**src/rtl/sound_pkg.sv**
```systemverilog
// Shared sound codes, scheduler state encoding and priority helpers.
// Latency: n/a (types and pure functions only).
// Backpressure: n/a.
package sound_pkg;

    // Codes shared with the speaker mux; numeric order doubles as priority order.
    typedef enum logic [1:0] {
        SND_OFF  = 2'b00,
        SND_WIN  = 2'b01,
        SND_LOSE = 2'b10,
        SND_VICT = 2'b11
    } snd_t;

    typedef enum logic [1:0] {
        ST_IDLE = 2'b00,
        ST_PLAY = 2'b01,
        ST_GAP  = 2'b10,
        ST_LOCK = 2'b11
    } state_t;

    // True when code a outranks code b (vict > lose > win > off).
    function automatic logic prio_gt(input snd_t a, input snd_t b);
        return (a > b);
    endfunction

    // Collapse same-cycle event pulses to the single highest-priority code.
    function automatic snd_t ev_code(input logic win, input logic lose, input logic vict);
        if (vict)      return SND_VICT;
        else if (lose) return SND_LOSE;
        else if (win)  return SND_WIN;
        else           return SND_OFF;
    endfunction

endpackage

```
**src/rtl/sound_scheduler_if.sv**
```systemverilog
// Event/sound bundle between the game FSM, the scheduler and the speaker mux.
// Latency: n/a (wires only).
// Backpressure: none; events are fire-and-forget pulses.
// Ports: ev_win/ev_lose/ev_vict event pulses, clear (leave LOCK), mute,
//        sound_control code, busy, done pulse.
interface sound_scheduler_if;
    logic       ev_win;
    logic       ev_lose;
    logic       ev_vict;
    logic       clear;
    logic       mute;
    logic [1:0] sound_control;
    logic       busy;
    logic       done;

    modport master (
        output ev_win, ev_lose, ev_vict, clear, mute,
        input  sound_control, busy, done
    );

    modport slave (
        input  ev_win, ev_lose, ev_vict, clear, mute,
        output sound_control, busy, done
    );
endinterface

```
**src/rtl/sound_scheduler_tick_divider.sv**
```systemverilog
// Free-running tick generator: one-cycle tick every TICK_DIV clocks.
// Latency: first tick TICK_DIV-1 cycles after the cycle following restart.
// Backpressure: none.
// Ports: clk, rst (sync, active-high), restart (zero the divider), tick.
module tick_divider #(
    parameter int TICK_DIV = 50000
) (
    input  logic clk,
    input  logic rst,
    input  logic restart,
    output logic tick
);
    localparam int W = (TICK_DIV > 1) ? $clog2(TICK_DIV) : 1;
    localparam logic [W-1:0] LAST = W'(TICK_DIV - 1);

    logic [W-1:0] cnt;

    always_ff @(posedge clk) begin
        if (rst || restart)  cnt <= '0;
        else if (cnt == LAST) cnt <= '0;
        else                  cnt <= cnt + W'(1);
    end

    assign tick = (cnt == LAST);
endmodule

```
**src/rtl/sound_scheduler.sv**
```systemverilog
// Turns game-event pulses into timed sound codes with a silent gap and a one-deep pending slot.
// Latency: event in cycle N -> sound_control in cycle N+1 (registered outputs).
// Backpressure: none; excess/lower-priority events are silently dropped.
// Ports: clk, rst (sync, active-high), bus (slave side of sound_scheduler_if).
module sound_scheduler
    import sound_pkg::*;
#(
    parameter int TICK_DIV   = 50000,
    parameter int WIN_TICKS  = 300,
    parameter int LOSE_TICKS = 500,
    parameter int VICT_TICKS = 2000,
    parameter int GAP_TICKS  = 100,
    parameter int CNT_W      = 16
) (
    input  logic                clk,
    input  logic                rst,
    sound_scheduler_if.slave    bus
);
    state_t           state, state_nxt;
    snd_t             code, code_nxt, pend, pend_nxt, ev, pend_w;
    logic [CNT_W-1:0] tcnt, dur;
    logic             tick, restart, expired, done_nxt;
    logic [1:0]       sc_nxt;

    tick_divider #(.TICK_DIV(TICK_DIV)) u_div (
        .clk     (clk),
        .rst     (rst),
        .restart (restart),
        .tick    (tick)
    );

    assign ev = ev_code(bus.ev_win, bus.ev_lose, bus.ev_vict);

    // Slot after this cycle's write; victory never lands here because it preempts.
    assign pend_w = ((ev == SND_WIN || ev == SND_LOSE) && prio_gt(ev, pend)) ? ev : pend;

    always_comb begin
        dur = CNT_W'(GAP_TICKS);
        if (state == ST_PLAY) begin
            case (code)
                SND_WIN:  dur = CNT_W'(WIN_TICKS);
                SND_LOSE: dur = CNT_W'(LOSE_TICKS);
                default:  dur = CNT_W'(VICT_TICKS);
            endcase
        end
    end

    // Last cycle of the current PLAY/GAP period.
    assign expired = tick && (tcnt == dur - CNT_W'(1));

    always_comb begin
        state_nxt = state;
        code_nxt  = code;
        pend_nxt  = pend;
        restart   = 1'b0;
        done_nxt  = 1'b0;
        case (state)
            ST_IDLE: begin
                if (ev != SND_OFF) begin
                    state_nxt = ST_PLAY;
                    code_nxt  = ev;
                    restart   = 1'b1;
                end
            end
            ST_PLAY: begin
                pend_nxt = pend_w;
                done_nxt = expired;
                if (ev == SND_VICT) begin
                    code_nxt = SND_VICT;
                    pend_nxt = SND_OFF;
                    restart  = 1'b1;
                end else if (expired) begin
                    state_nxt = (code == SND_VICT) ? ST_LOCK : ST_GAP;
                    restart   = 1'b1;
                end
            end
            ST_GAP: begin
                pend_nxt = pend_w;
                if (ev == SND_VICT) begin
                    state_nxt = ST_PLAY;
                    code_nxt  = SND_VICT;
                    pend_nxt  = SND_OFF;
                    restart   = 1'b1;
                end else if (expired) begin
                    if (pend_w != SND_OFF) begin
                        state_nxt = ST_PLAY;
                        code_nxt  = pend_w;
                        pend_nxt  = SND_OFF;
                        restart   = 1'b1;
                    end else begin
                        state_nxt = ST_IDLE;
                    end
                end
            end
            ST_LOCK: begin
                if (bus.clear) begin
                    state_nxt = ST_IDLE;
                    pend_nxt  = SND_OFF;
                end
            end
            default: state_nxt = ST_IDLE;
        endcase
    end

    // Mute only blanks the output register; timing keeps running underneath.
    assign sc_nxt = (state_nxt == ST_PLAY && !bus.mute) ? code_nxt : SND_OFF;

    always_ff @(posedge clk) begin
        if (rst) begin
            state             <= ST_IDLE;
            code              <= SND_OFF;
            pend              <= SND_OFF;
            tcnt              <= '0;
            bus.sound_control <= SND_OFF;
            bus.done          <= 1'b0;
        end else begin
            state             <= state_nxt;
            code              <= code_nxt;
            pend              <= pend_nxt;
            bus.sound_control <= sc_nxt;
            bus.done          <= done_nxt;
            if (restart)   tcnt <= '0;
            else if (tick) tcnt <= tcnt + CNT_W'(1);
        end
    end

    assign bus.busy = (state != ST_IDLE);
endmodule
```
**src/flat_wrapper.sv**
```systemverilog
// flat-port wrapper written by rule: the top's interface ports become plain ports
module sound_scheduler_flat import sound_pkg::*;
#(
    parameter int TICK_DIV   = 50000,
    parameter int WIN_TICKS  = 300,
    parameter int LOSE_TICKS = 500,
    parameter int VICT_TICKS = 2000,
    parameter int GAP_TICKS  = 100,
    parameter int CNT_W      = 16
)
  (clk, rst, bus_ev_win, bus_ev_lose, bus_ev_vict, bus_clear, bus_mute, bus_sound_control, bus_busy, bus_done);
  sound_scheduler_if bus_i ();
  input  logic clk;
  input  logic rst;
  input wire logic [$bits(bus_i.ev_win)-1:0] bus_ev_win;
  input wire logic [$bits(bus_i.ev_lose)-1:0] bus_ev_lose;
  input wire logic [$bits(bus_i.ev_vict)-1:0] bus_ev_vict;
  input wire logic [$bits(bus_i.clear)-1:0] bus_clear;
  input wire logic [$bits(bus_i.mute)-1:0] bus_mute;
  output wire logic [$bits(bus_i.sound_control)-1:0] bus_sound_control;
  output wire logic [$bits(bus_i.busy)-1:0] bus_busy;
  output wire logic [$bits(bus_i.done)-1:0] bus_done;
  assign bus_i.ev_win = bus_ev_win;
  assign bus_i.ev_lose = bus_ev_lose;
  assign bus_i.ev_vict = bus_ev_vict;
  assign bus_i.clear = bus_clear;
  assign bus_i.mute = bus_mute;
  assign bus_sound_control = bus_i.sound_control;
  assign bus_busy = bus_i.busy;
  assign bus_done = bus_i.done;
  sound_scheduler #(.TICK_DIV(TICK_DIV), .WIN_TICKS(WIN_TICKS), .LOSE_TICKS(LOSE_TICKS), .VICT_TICKS(VICT_TICKS), .GAP_TICKS(GAP_TICKS), .CNT_W(CNT_W)) u_core (.clk(clk), .rst(rst), .bus(bus_i));
endmodule
```
**config.mk**
```make
export PLATFORM = sky130hd
export DESIGN_NAME = sound_scheduler_flat
export DESIGN_NICKNAME = d
export VERILOG_FILES = /design/src/rtl/sound_pkg.sv /design/src/rtl/sound_scheduler_if.sv /design/src/rtl/sound_scheduler_tick_divider.sv /design/src/rtl/sound_scheduler.sv /design/src/flat_wrapper.sv
export SDC_FILE = /design/constraint.sdc
export NUM_CORES = 1
export LEC_CHECK = 0
export CORE_ASPECT_RATIO = 0.9
export CORE_MARGIN = 5
export CORE_UTILIZATION = 45
export CTS_CLUSTER_DIAMETER = 30
export DETAILED_ROUTE_END_ITERATION = 16
export PLACE_DENSITY = 0.68
export SYNTH_ARGS = -nofsm -noshare
export SYNTH_HDL_FRONTEND = slang
export SYNTH_SLANG_ARGS = --single-unit
export TNS_END_PERCENT = 20
```
**constraint.sdc**
```tcl
create_clock -name clk -period 4.03 [get_ports clk]
set_input_delay 1.0075 -clock clk [delete_from_list [all_inputs] [get_ports clk]]
set_output_delay 1.0075 -clock clk [all_outputs]
set_load 0.05 [all_outputs]
```
Word level (Yosys, flattened, before mapping)
Cells that the tools add are included.
{ "op_classes": {"div": 0, "order_cmp": 1, "addsub": 3, "n_mul": 0, "bitwise_logic": 2, "n_eq_ne": 13, "n_reduce_logical": 16, "n_shift": 0, "mux": 34} }
{ "op_table": {"columns": ["cell", "n"], "rows": [
  ["two-way mux 2 bit", 19],
  ["adder 16 x 1 -> 16 bit, second input constant", 2],
  ["one-hot mux 11 bit (2 select lines)", 1],
  ["== test 16 bit", 1],
  ["== test 16 bit, second input constant", 1],
  ["two-way mux 16 bit", 1],
  ["subtractor 16 x 1 -> 16 bit, second input constant", 1],
  ["== test 2 bit, second input constant", 6],
  ["one-hot mux 2 bit (3 select lines)", 2],
  ["two-way mux 1 bit", 9],
  ["== test 2 x 1 -> 1 bit, second input constant", 4],
  ["one-hot mux 2 bit (4 select lines)", 1],
  ["OR reduction 2 bit", 4],
  ["nonzero test 2 bit", 3],
  ["logical AND 1 bit", 3],
  ["one-hot mux 1 bit (3 select lines)", 1],
  ["nonzero test 3 bit", 1],
  ["greater-than comparator 2 bit", 1],
  ["zero test 2 bit", 1],
  ["logical OR 1 bit", 2],
  ["!= test 2 bit, second input constant", 1],
  ["inverter 1 bit", 2],
  ["AND reduction 2 bit", 1],
  ["zero test 1 bit", 1]
]} }
{ "word_totals": {"wordCells": 76, "inputBits": 7, "mem_count": 0, "latchBits": 0, "out_inout_bits": 4, "ram_bits": 0, "reg_bits": 41, "mem_bits_ro": 0} }

Longest topological paths before layout
Gate-level depths: netlist (run 1).
{ "depth": {"depth_word": 16, "ltp_mapped": 12, "depth_no_buf": 11} }

Cells and area by module
From an unflattened synthesis (run 1), not the netlist that was laid out.
{ "unflattened": {"cells_unflattened": 308, "area_unflattened_um2": 2652.5} }
{ "modules_own_cells": {"columns": ["mod", "cells_per_inst", "area_per_inst_um2", "seq_area_each_um2", "n_inst"], "rows": [
  ["sound_scheduler", 228, 1931.9, 500.5, 1],
  ["tick_divider", 80, 720.7, 320.3, 1]
]} }

Least setup slack after synthesis (run 1)
No wires, ideal clock.
{ "synth_timing": {"path_kind": "in2reg", "start": "in bus_ev_lose", "end": "reg u_core.u_div.cnt[10]", "setup_slack_ns": 0.511, "setup_time_ns": 0.130, "n_path_buf": 1, "t_arrival_ns": 3.389, "stages": 11, "required_ns": 3.900, "path_cell_list": "nor2_1 inv_1 ha_1 nor2b_1 o211ai_1 mux2_2 a2111oi_0 o21ai_0 a21oi_1 buf_2 nor3_1"} }
{ "synth_via": {"elab_chain_len": 13, "word_cells_on_any_way": 19, "cone_classes": "order compare: 1; eq/ne: 3; mux: 9; reduce/logical: 6"} }
{ "synth_lines": {"columns": ["item", "line_no", "rtl"], "rows": [
  ["start, declared", "flat_wrapper.sv:16", "input wire logic [$bits(bus_i.ev_lose)-1:0] bus_ev_lose;"],
  ["two-way mux 2 bit (*)", "sound_pkg.sv:29", "else if (lose) return SND_LOSE;"],
  ["two-way mux 2 bit (*)", "sound_pkg.sv:28", "if (vict) return SND_VICT;"],
  ["== test 2 x 1 -> 1 bit / == test 2 bit (equally long branches)", "sound_scheduler.sv:35", "assign pend_w = ((ev == SND_WIN || ev == SND_LOSE) && prio_gt(ev, pend)) ? ev : pend;"],
  ["logical OR 1 bit", "sound_scheduler.sv:35", null],
  ["logical AND 1 bit", "sound_scheduler.sv:35", null],
  ["two-way mux 2 bit", "sound_scheduler.sv:35", null],
  ["nonzero test 2 bit", "sound_scheduler.sv:85", "if (pend_w != SND_OFF) begin"],
  ["two-way mux 1 bit", "sound_scheduler.sv:85", null],
  ["two-way mux 1 bit", "sound_scheduler.sv:84", "end else if (expired) begin"],
  ["two-way mux 1 bit", "sound_scheduler.sv:79", "if (ev == SND_VICT) begin"],
  ["one-hot mux 1 bit (3 select lines) (*)", "sound_scheduler.sv:57", "case (state)"],
  ["logical OR 1 bit (*)", "sound_scheduler_tick_divider.sv:19", "if (rst || restart) cnt <= '0;"],
  ["OR reduction 2 bit (no source line) (*)", null, null],
  ["end signal, assigned", "sound_scheduler_tick_divider.sv:21", "else cnt <= cnt + W'(1);"],
  ["end, declared", "sound_scheduler_tick_divider.sv:16", "logic [W-1:0] cnt;"]
]} }
Mark *: on every way between the ends. The rest lies on a longest branch, timed or not.
A chain may end at the register's enable or synchronous reset.

Final worst setup path (run 1)
{ "layout_timing": {"start": "in bus_ev_vict", "end": "reg u_core.u_div.cnt[3]"} }
{ "layout_via": {"elab_chain_len": 12, "word_cells_on_any_way": 18, "cone_classes": "order compare: 1; eq/ne: 3; mux: 8; reduce/logical: 6"} }
{ "layout_lines": {"columns": ["item", "line_no", "rtl"], "rows": [
  ["start, declared", "flat_wrapper.sv:17", "input wire logic [$bits(bus_i.ev_vict)-1:0] bus_ev_vict;"],
  ["two-way mux 2 bit (*)", "sound_pkg.sv:28", null],
  ["== test 2 x 1 -> 1 bit / == test 2 bit (equally long branches)", "sound_scheduler.sv:35", null],
  ["logical OR 1 bit", "sound_scheduler.sv:35", null],
  ["logical AND 1 bit", "sound_scheduler.sv:35", null],
  ["two-way mux 2 bit", "sound_scheduler.sv:35", null],
  ["nonzero test 2 bit", "sound_scheduler.sv:85", null],
  ["two-way mux 1 bit", "sound_scheduler.sv:85", null],
  ["two-way mux 1 bit", "sound_scheduler.sv:84", null],
  ["two-way mux 1 bit", "sound_scheduler.sv:79", null],
  ["one-hot mux 1 bit (3 select lines) (*)", "sound_scheduler.sv:57", null],
  ["logical OR 1 bit (*)", "sound_scheduler_tick_divider.sv:19", null],
  ["OR reduction 2 bit (no source line) (*)", null, null]
]} }
Marks and branches as above.

==> flow_summary.yaml, run 1 <==
logic_synthesis:
  synth-main-ff-cell: "dfxtp_1"
  synthArstFlopShare_pct: 0
  syn-num-nets: 332
  ys_seq_area_share_pct: 31.92
  ys_warn_count: 0
  synth_seq_cells: 41
  yosysUniqueCellTypes: 50
  syn_inst: 310
  synth_area_sq_mm: 0.002571
  synth-edff-count: 0
  syn_area_per_cell_sq_um: 8.294
setup_path:
  crit_path_start_kind: "input pin"
  cp.arrival_ns: 3.76
  worst-setup-path-type: "in -> reg"
  timing.rr.start: "u_core.state[1]$_SDFF_PP0_"
  crit_start: "bus_ev_vict"
  r2r_end: "u_core.bus.sound_control[0]$_SDFF_PP0_"
  cp_max_fo: 32
  r2r_cells: 9
  worstPathRequired_ns: 4.19
  r2r_slack_ns: 0.98
  crit_end: "u_core.u_div.cnt[3]$_SDFF_PP0_"
  cp-end-kind: "flop"
drt:
  firstDrtPassIters: 4
  drc: 0
  wirelength_mm: 5.561
  num_vias: 2194
  via_per_inst: 5.669
  drtIter0Drc: 109
  wire_per_inst_microns: 14.37
  antenna_left: 0
timing:
  period_share_pct: 89.35
  tightest_slew_ns: 0.6129
  setup_tns_ns: 0
  grt_setup_unrepaired: "false"
  min_period_ns: 3.601
  relSlewSlack_pct: 59.01
  final-hold-violation-count: 0
  clock.fmax_ghz: 0.2777
  setup_viol_count_final: 0
  final_max_slew_viol_count: 0
  worst_hold_slack_ns: 0.4583
  finClkSkew_ns: 0.003966
grt:
  grt_max_degree: 33
  gr-total-overflow: 0
  grt_pass1_vias: 2086
  antenna_found_initial: 0
  grt_usage_pct: 16.33
  grt_pass1_wl_mm: 9.501
clocking:
  cts.sinks: 41
  cts_buffers: 5
  insertion_delay_ns: 0.30
  post_cts_resized: 0
  h-tree-depth: 2
  ctsRootBufferMaster: "clkbuf_8"
  clk_pin_slew_ns: 0.09
  clockBufferDepth: 2
  cts_tree: "built"
  cts_hold_buf: 0
  cts_setup_buffers: 0
placement:
  io_buffer_count: 10
  dp.final_hpwl_mm: 4.033
  place.gp.congestion: 0.8651
  placed_area_sq_mm: 0.002746
layout:
  layout-drive-gt1-share_pct: 8.202
  diodes: 0
  multi_input_area_sq_mm: 0.001635
  area_growth_pct: 10.46
  fin_nets: 338
  stdcell_area_sq_mm: 0.002840
  fillers: 543
  regArea_sq_um: 820.8
hold_path:
  hp-class: "reg -> reg"
  hp-start: "u_core.u_div.cnt[0]$_SDFF_PP0_"
run_status:
  status: "completed"
die:
  coreArea_sq_mm: 0.005628
  die_h_microns: 81.71
  row_count: 26
  die_width_microns: 89.68
  start_util_pct: 45.69
  ios: 11
  design.die.area_sq_mm: 0.007328
power:
  ir_drop_mv: 0.2347
  p_per_area_mw_per_mm2: 304.9
  power.total_uw: 865.9
  leakagePower_uw: 0.001030
flow_run:
  maxCapViolations: 0
## registers in the layout (all words and copies together) (netlist names), named ones only
register	count
u_core.bus.done	1
u_core.bus.sound_control	2
u_core.state	2
u_core.u_div.cnt	16
u_core.code	2
u_core.tcnt	16
u_core.pend	1
## stage by stage
stage	cells	utilization [%]	worst slack (ns)
2_1_floorplan	310	-	0.5108
3_3_place_gp	379	48.80	0.2273
3_5_place_dp	379	48.80	0.1264
4_1_cts	387	50.47	0.4599
5_1_grt	387	50.47	0.2423
6_report	387	50.47	0.4290
## synth_stat cells, types with 3 or more instances
library cell  count  area (sq um)
xor2_1           21         183.9
or4_1             3         22.52
buf_2             5         25.02
mux2i_1           3         30.03
nor2b_1           4         25.02
nand4_1          11         68.82
nand3_1           7         35.03
dfxtp_1          41         820.8
and3_1           10         62.56
xnor2_1          10         87.58
nand2b_1          6         37.54
and2_1            3         18.77
clkbuf_1          9         33.78
nor3_1           38         190.2
and4_1            4         35.03
ha_1             15         187.7
nor4b_1           4         35.03
o21ai_0           4         20.02
o211ai_1          5         37.54
inv_1            14         52.55
nand2_1          22         82.58
a21oi_1          11         55.05
nor2_1           19         71.32
nor4_1            4         25.02
or3_1             3         18.77
## area by class of cell
| class | count | area share (%) |
|---|---|---|
| multi-input cells | 239 | 57.58 |
| inverters | 14 | 1.850 |
| well taps | 70 | 3.084 |
| clock buffers | 5 | 2.423 |
| repair buffers | 15 | 5.286 |
| clock inverters | 3 | 0.8811 |
| flip-flops and latches | 41 | 28.90 |
## per-layer routing
layer / vias up / GRT usage [%] / routed length [microns]
met5: - / 0 / 0
met4: 0 / 5.506 / 41
met3: 4 / 3.210 / 210
met2: 34 / 25.44 / 2487
met1: 1030 / 22.45 / 2821
li1: 1126 / - / -
## logic make-up after synthesis
family / Yosys count / synth area share (%)
mux: 4 / 1.606
simple gates: 148 / 32.07
xor+xnor: 31 / 10.56
fa+ha+maj: 15 / 7.299
buf+inv: 30 / 4.623
flops: 41 / 31.92
compound gates: 41 / 11.92
## worst min-delay path by stage
| stage | end | cells past startpoint |
|---|---|---|
| 4_1_cts | u_core.u_div.cnt[0]$_SDFF_PP0_ | 1 |
| 3_5_place_dp | u_core.u_div.cnt[0]$_SDFF_PP0_ | 1 |
| 5_1_grt | u_core.u_div.cnt[0]$_SDFF_PP0_ | 1 |
| 3_3_place_gp | u_core.u_div.cnt[0]$_SDFF_PP0_ | 1 |
| 6_report | u_core.u_div.cnt[0]$_SDFF_PP0_ | 1 |
| 2_1_floorplan | u_core.u_div.cnt[0]$_SDFF_PP0_ | 1 |
## worst max-delay path, cell delays in order
cell and delay (ns):
clkdlybuf4s50_1 0.47, nor2_1 0.15, inv_1 0.08, ha_1 0.29
nor2b_1 0.13, o211ai_1 0.22, mux2_2 0.38, a2111oi_0 0.37
o21ai_0 0.16, a21oi_2 0.21, buf_12 0.21, nor4_1 0.07
## where the power goes
group	leakage, uW	switching, uW	internal, uW
logic	0.000654	97.7	62.5
clock network	0.0000447	161	125
registers	0.000332	7.89	412
total	0.00103	266	599
## layout by cell type (no fill, tap or decap), drive strengths merged, types with 6 or more instances in the layout
master          n
dfxtp          41
nor3           38
nand2          22
xor2           21
nor2           19
ha             15
inv            15
nand4          12
a21oi          11
xnor2          10
and3           10
clkdlybuf4s50  10
nand3           7
nand2b          6
(Power assumes the default switching activity.)
==> run 2: changes to the inputs <==
--- a/config.mk
+++ b/config.mk
@@ -7,10 +7,10 @@
 export LEC_CHECK = 0
 export CORE_ASPECT_RATIO = 0.9
 export CORE_MARGIN = 5
-export CORE_UTILIZATION = 45
+export CORE_UTILIZATION = 55
 export CTS_CLUSTER_DIAMETER = 30
 export DETAILED_ROUTE_END_ITERATION = 16
-export PLACE_DENSITY = 0.68
+export PLACE_DENSITY = 0.79
 export SYNTH_ARGS = -nofsm -noshare
 export SYNTH_HDL_FRONTEND = slang
 export SYNTH_SLANG_ARGS = --single-unit
==> flow_summary.yaml, run 2 (synthesized netlist as in run 1, its figures left out) <==
clocking:
  h-tree-depth: 2
  clockBufferDepth: 2
  cts_buffers: 5
  cts_tree: "built"
  post_cts_resized: 0
  clk_pin_slew_ns: 0.08
  cts_setup_buffers: 0
  insertion_delay_ns: 0.29
  ctsRootBufferMaster: "clkbuf_8"
  cts.sinks: 41
  cts_hold_buf: 0
layout:
  final_cell_mix: "dfxtp_1 (41), nor3_1 (38), nand2_1 (22), xor2_1 (21), nor2_1 (19)"
  fin_nets: 339
  stdcell_count: 380
  fillers: 398
  layout-drive-gt1-share_pct: 8.491
  area_growth_pct: 10.80
  final_core_util_pct: 63.46
  diodes: 0
  final_common_cell: "dfxtp_1"
  top_regs: "u_core.tcnt x16, u_core.u_div.cnt x16"
timing:
  timing.final.ws_setup_ns: 0.4750
  finClkSkew_ns: 0.005222
  relSlewSlack_pct: 61.36
  grt_setup_unrepaired: "false"
  tightest_slew_ns: 0.5797
  clock.fmax_ghz: 0.2813
  min_period_ns: 3.555
  final_max_slew_viol_count: 0
  setup_tns_ns: 0
  setup_viol_count_final: 0
  period_share_pct: 88.21
  final-hold-violation-count: 0
drt:
  firstDrtPassIters: 4
  via_per_inst: 5.839
  antenna_left: 0
  num_vias: 2219
  wirelength_mm: 5.400
  drtIter0Drc: 144
  wire_per_inst_microns: 14.21
  drc: 0
grt:
  gr-total-overflow: 0
  antenna_found_initial: 0
  grt_pass1_wl_mm: 9.025
  grt_usage_pct: 19.16
  grt_pass1_vias: 1964
  grtUsageMet3_pct: 4.306
  grt_util_met1_pct: 25.83
  busiest_layer: "met2"
  grt_max_degree: 33
  met2_usage_pct: 30.40
hold_path:
  hp-start: "u_core.u_div.cnt[0]$_SDFF_PP0_"
  worstHoldEndpoint: "u_core.u_div.cnt[0]$_SDFF_PP0_"
  min_path_cells: 1
  hp-class: "reg -> reg"
placement:
  io_buffer_count: 10
  dp.final_hpwl_mm: 3.887
  place_ws_ns: 0.1682
  dpl.cell_count: 372
  place.gp.congestion: 0.9069
power:
  p_per_area_mw_per_mm2: 310.1
  leakagePower_uw: 0.001045
  ir_drop_mv: 0.2052
setup_path:
  r2r_end: "u_core.bus.sound_control[0]$_SDFF_PP0_"
  worstPathRequired_ns: 4.19
  cp_max_fo: 32
  worst-setup-path-type: "in -> reg"
  r2r_slack_ns: 0.99
  r2r_cells: 8
  cp-end-kind: "flop"
  cp.arrival_ns: 3.72
  timing.rr.start: "u_core.state[0]$_SDFF_PP0_"
  crit_path_start_kind: "input pin"
flow_run:
  maxCapViolations: 0
die:
  row_count: 23
  die_width_microns: 82.07
  coreArea_sq_mm: 0.004489
  ios: 11
  design.die.area_sq_mm: 0.006144
  start_util_pct: 57.27
  die_h_microns: 74.87
run_status:
  status: "completed"
[run 2: where the power goes]
part | internal, uW | switching, uW
combinational | 63.0 | 96.2
sequential | 412 | 7.78
clock | 158 | 147
total | 633 | 251
[run 2: per-layer routing]
layer  vias to the layer above  share of wire [%]  wire length [microns]
li1                       1132                  -                      -
met1                      1019                 47                   2524
met2                        60                 47                   2519
met3                         8                5.3                    284
met4                         0                1.3                     72
met5                         -                  0                      0
[run 2: worst max-delay path: stages]
cell and delay [ns]:
clkdlybuf4s50_1 0.44, nor2_1 0.15, inv_1 0.07, ha_1 0.28, nor2b_1 0.13, o211ai_1 0.22, mux2_2 0.38, a2111oi_0 0.39
o21ai_0 0.16, a21oi_2 0.20, buf_12 0.20, nor4_1 0.07
[run 2: layout make-up]
cell class / count / area [sq um] / share of cell area [%]
Tap cell: 62 / 77.57 / 2.723
Clock inverter: 1 / 8.758 / 0.3074
Inverter: 14 / 52.55 / 1.845
Multi-Input combinational cell: 239 / 1635 / 57.40
Sequential cell: 41 / 820.8 / 28.81
Timing Repair Buffer: 16 / 157.7 / 5.534
Clock buffer: 7 / 96.34 / 3.382
[run 2: worst max path at each step]
| stage | startpoint | to | slack, ns | cells past startpoint |
|---|---|---|---|---|
| final | bus_ev_lose | u_core.u_div.cnt[3]$_SDFF_PP0_ | 0.48 | 12 |
| after global routing | bus_ev_lose | u_core.u_div.cnt[1]$_SDFF_PP0_ | 0.29 | 12 |
| after floorplan | bus_ev_lose | u_core.u_div.cnt[10]$_SDFF_PP0_ | 0.51 | 11 |
| after CTS | bus_ev_lose | u_core.u_div.cnt[15]$_SDFF_PP0_ | 0.48 | 12 |
| after detailed placement | bus_ev_lose | u_core.u_div.cnt[15]$_SDFF_PP0_ | 0.17 | 12 |
| after global placement | bus_ev_lose | u_core.u_div.cnt[1]$_SDFF_PP0_ | 0.28 | 12 |
[run 2: through the flow]
stage | hold slack (ns) | cell area [sq um] | total power, uW
2_1_floorplan | 0.4246 | 2571 | 539.9
3_3_place_gp | 0.4396 | 2744 | 583.4
3_5_place_dp | 0.4592 | 2744 | 587.7
4_1_cts | 0.4705 | 2849 | 892.7
5_1_grt | 0.4903 | 2849 | 929.7
6_report | 0.4646 | 2849 | 883.4
==> run 3: changes to the inputs <==
--- a/config.mk
+++ b/config.mk
@@ -10,6 +10,7 @@
 export CORE_UTILIZATION = 55
 export CTS_CLUSTER_DIAMETER = 30
 export DETAILED_ROUTE_END_ITERATION = 16
+export MAX_ROUTING_LAYER = met4
 export PLACE_DENSITY = 0.79
 export SYNTH_ARGS = -nofsm -noshare
 export SYNTH_HDL_FRONTEND = slang
==> flow_summary.yaml, run 3 (synthesized netlist as in run 1, its figures left out) <==
drt:
  antenna_left: 0
  firstDrtPassIters: 4
  num_vias: 2224
  via_per_inst: 5.853
  wire_per_inst_microns: 14.34
  drtIter0Drc: 136
  wirelength_mm: 5.448
  drc: 0
clocking:
  cts_buffers: 5
  ctsRootBufferMaster: "clkbuf_8"
  h-tree-depth: 2
  cts.sinks: 41
  cts_hold_buf: 0
  clk_pin_slew_ns: 0.08
  post_cts_resized: 0
  clockBufferDepth: 2
  insertion_delay_ns: 0.29
  cts_tree: "built"
  cts_setup_buffers: 0
placement:
  dp.final_hpwl_mm: 3.887
  place.gp.congestion: 0.9225
  io_buffer_count: 10
die:
  row_count: 23
  die_width_microns: 82.07
  die_h_microns: 74.87
  design.die.area_sq_mm: 0.006144
  coreArea_sq_mm: 0.004489
  ios: 11
  start_util_pct: 57.27
power:
  power.total_uw: 884.1
  ir_drop_mv: 0.2077
  leakagePower_uw: 0.001045
  p_per_area_mw_per_mm2: 310.3
setup_path:
  r2r_end: "u_core.bus.sound_control[0]$_SDFF_PP0_"
  r2r_slack_ns: 0.99
  cp.arrival_ns: 3.74
  r2r_cells: 8
  cp-end-kind: "flop"
  crit_path_start_kind: "input pin"
  worst-setup-path-type: "in -> reg"
  worstPathRequired_ns: 4.20
  cp_max_fo: 32
  timing.rr.start: "u_core.state[0]$_SDFF_PP0_"
timing:
  min_period_ns: 3.569
  grt_setup_unrepaired: "false"
  final-hold-violation-count: 0
  relSlewSlack_pct: 61.36
  clock.fmax_ghz: 0.2802
  period_share_pct: 88.55
  finClkSkew_ns: 0.005619
  setup_viol_count_final: 0
  tightest_slew_ns: 0.5796
  final_max_slew_viol_count: 0
  setup_tns_ns: 0
flow_run:
  maxCapViolations: 0
layout:
  final_common_cell: "dfxtp_1"
  final_cell_mix: "dfxtp_1 (41), nor3_1 (38), nand2_1 (22), xor2_1 (21), nor2_1 (19)"
  top_regs: "u_core.tcnt x16, u_core.u_div.cnt x16"
  area_growth_pct: 10.80
  diodes: 0
  final_core_util_pct: 63.46
  fin_nets: 339
  layout-drive-gt1-share_pct: 8.491
grt:
  grt_max_degree: 33
  gr-total-overflow: 0
  grt_pass1_vias: 1964
  antenna_found_initial: 0
  grt_pass1_wl_mm: 9.032
  grt_usage_pct: 19.70
hold_path:
  hp-start: "u_core.u_div.cnt[0]$_SDFF_PP0_"
  min_path_cells: 1
  worstHoldEndpoint: "u_core.u_div.cnt[0]$_SDFF_PP0_"
  hp-class: "reg -> reg"
run_status:
  status: "completed"
## run 3: worst max path at each step
| stage | from | endpoint | slack [ns] |
|---|---|---|---|
| 5_1_grt | bus_ev_lose | u_core.u_div.cnt[1]$_SDFF_PP0_ | 0.29 |
| 6_report | bus_ev_lose | u_core.u_div.cnt[15]$_SDFF_PP0_ | 0.46 |
| 3_3_place_gp | bus_ev_lose | u_core.u_div.cnt[1]$_SDFF_PP0_ | 0.28 |
| 2_1_floorplan | bus_ev_lose | u_core.u_div.cnt[10]$_SDFF_PP0_ | 0.51 |
| 4_1_cts | bus_ev_lose | u_core.u_div.cnt[15]$_SDFF_PP0_ | 0.48 |
| 3_5_place_dp | bus_ev_lose | u_core.u_div.cnt[15]$_SDFF_PP0_ | 0.17 |
## run 3: critical path, stage by stage
cell             delay, ns
clkdlybuf4s50_1       0.44
nor2_1                0.15
inv_1                 0.07
ha_1                  0.28
nor2b_1               0.13
o211ai_1              0.22
mux2_2                0.38
a2111oi_0             0.39
o21ai_0               0.16
a21oi_2               0.21
buf_12                0.20
nor3_1                0.08
## run 3: where the power goes
group	switching (uW)	internal, uW	total (uW)
clock	147	158	305
combinational	96.6	63.0	160
sequential	7.90	412	420
total	251	633	884
## run 3: per-layer routing
| metal | part of all wire [%] | vias to the layer above | track usage [%] |
|---|---|---|---|
| met5 | 0 | - | - |
| met2 | 46 | 45 | 30.40 |
| met1 | 49 | 1042 | 25.90 |
| li1 | - | 1130 | - |
| met3 | 3.5 | 7 | 3.947 |
| met4 | 1.4 | 0 | 6.458 |
## run 3: final cells by class
class | count | area (sq um)
fillers | 398 | 1640
inverters | 14 | 52.55
clock buffers | 7 | 96.34
multi-input cells | 239 | 1635
flip-flops and latches | 41 | 820.8
clock inverters | 1 | 8.758
well taps | 62 | 77.57
repair buffers | 16 | 157.7
## run 3: through the flow
step           std cells  hold slack (ns)  setup WS (ns)  area (sq um)
2_1_floorplan        310           0.4246         0.5108          2571
3_3_place_gp         372           0.4396         0.2785          2744
3_5_place_dp         372           0.4592         0.1682          2744
4_1_cts              380           0.4705         0.4826          2849
5_1_grt              380           0.4903         0.2909          2849
6_report             380           0.4659         0.4614          2849
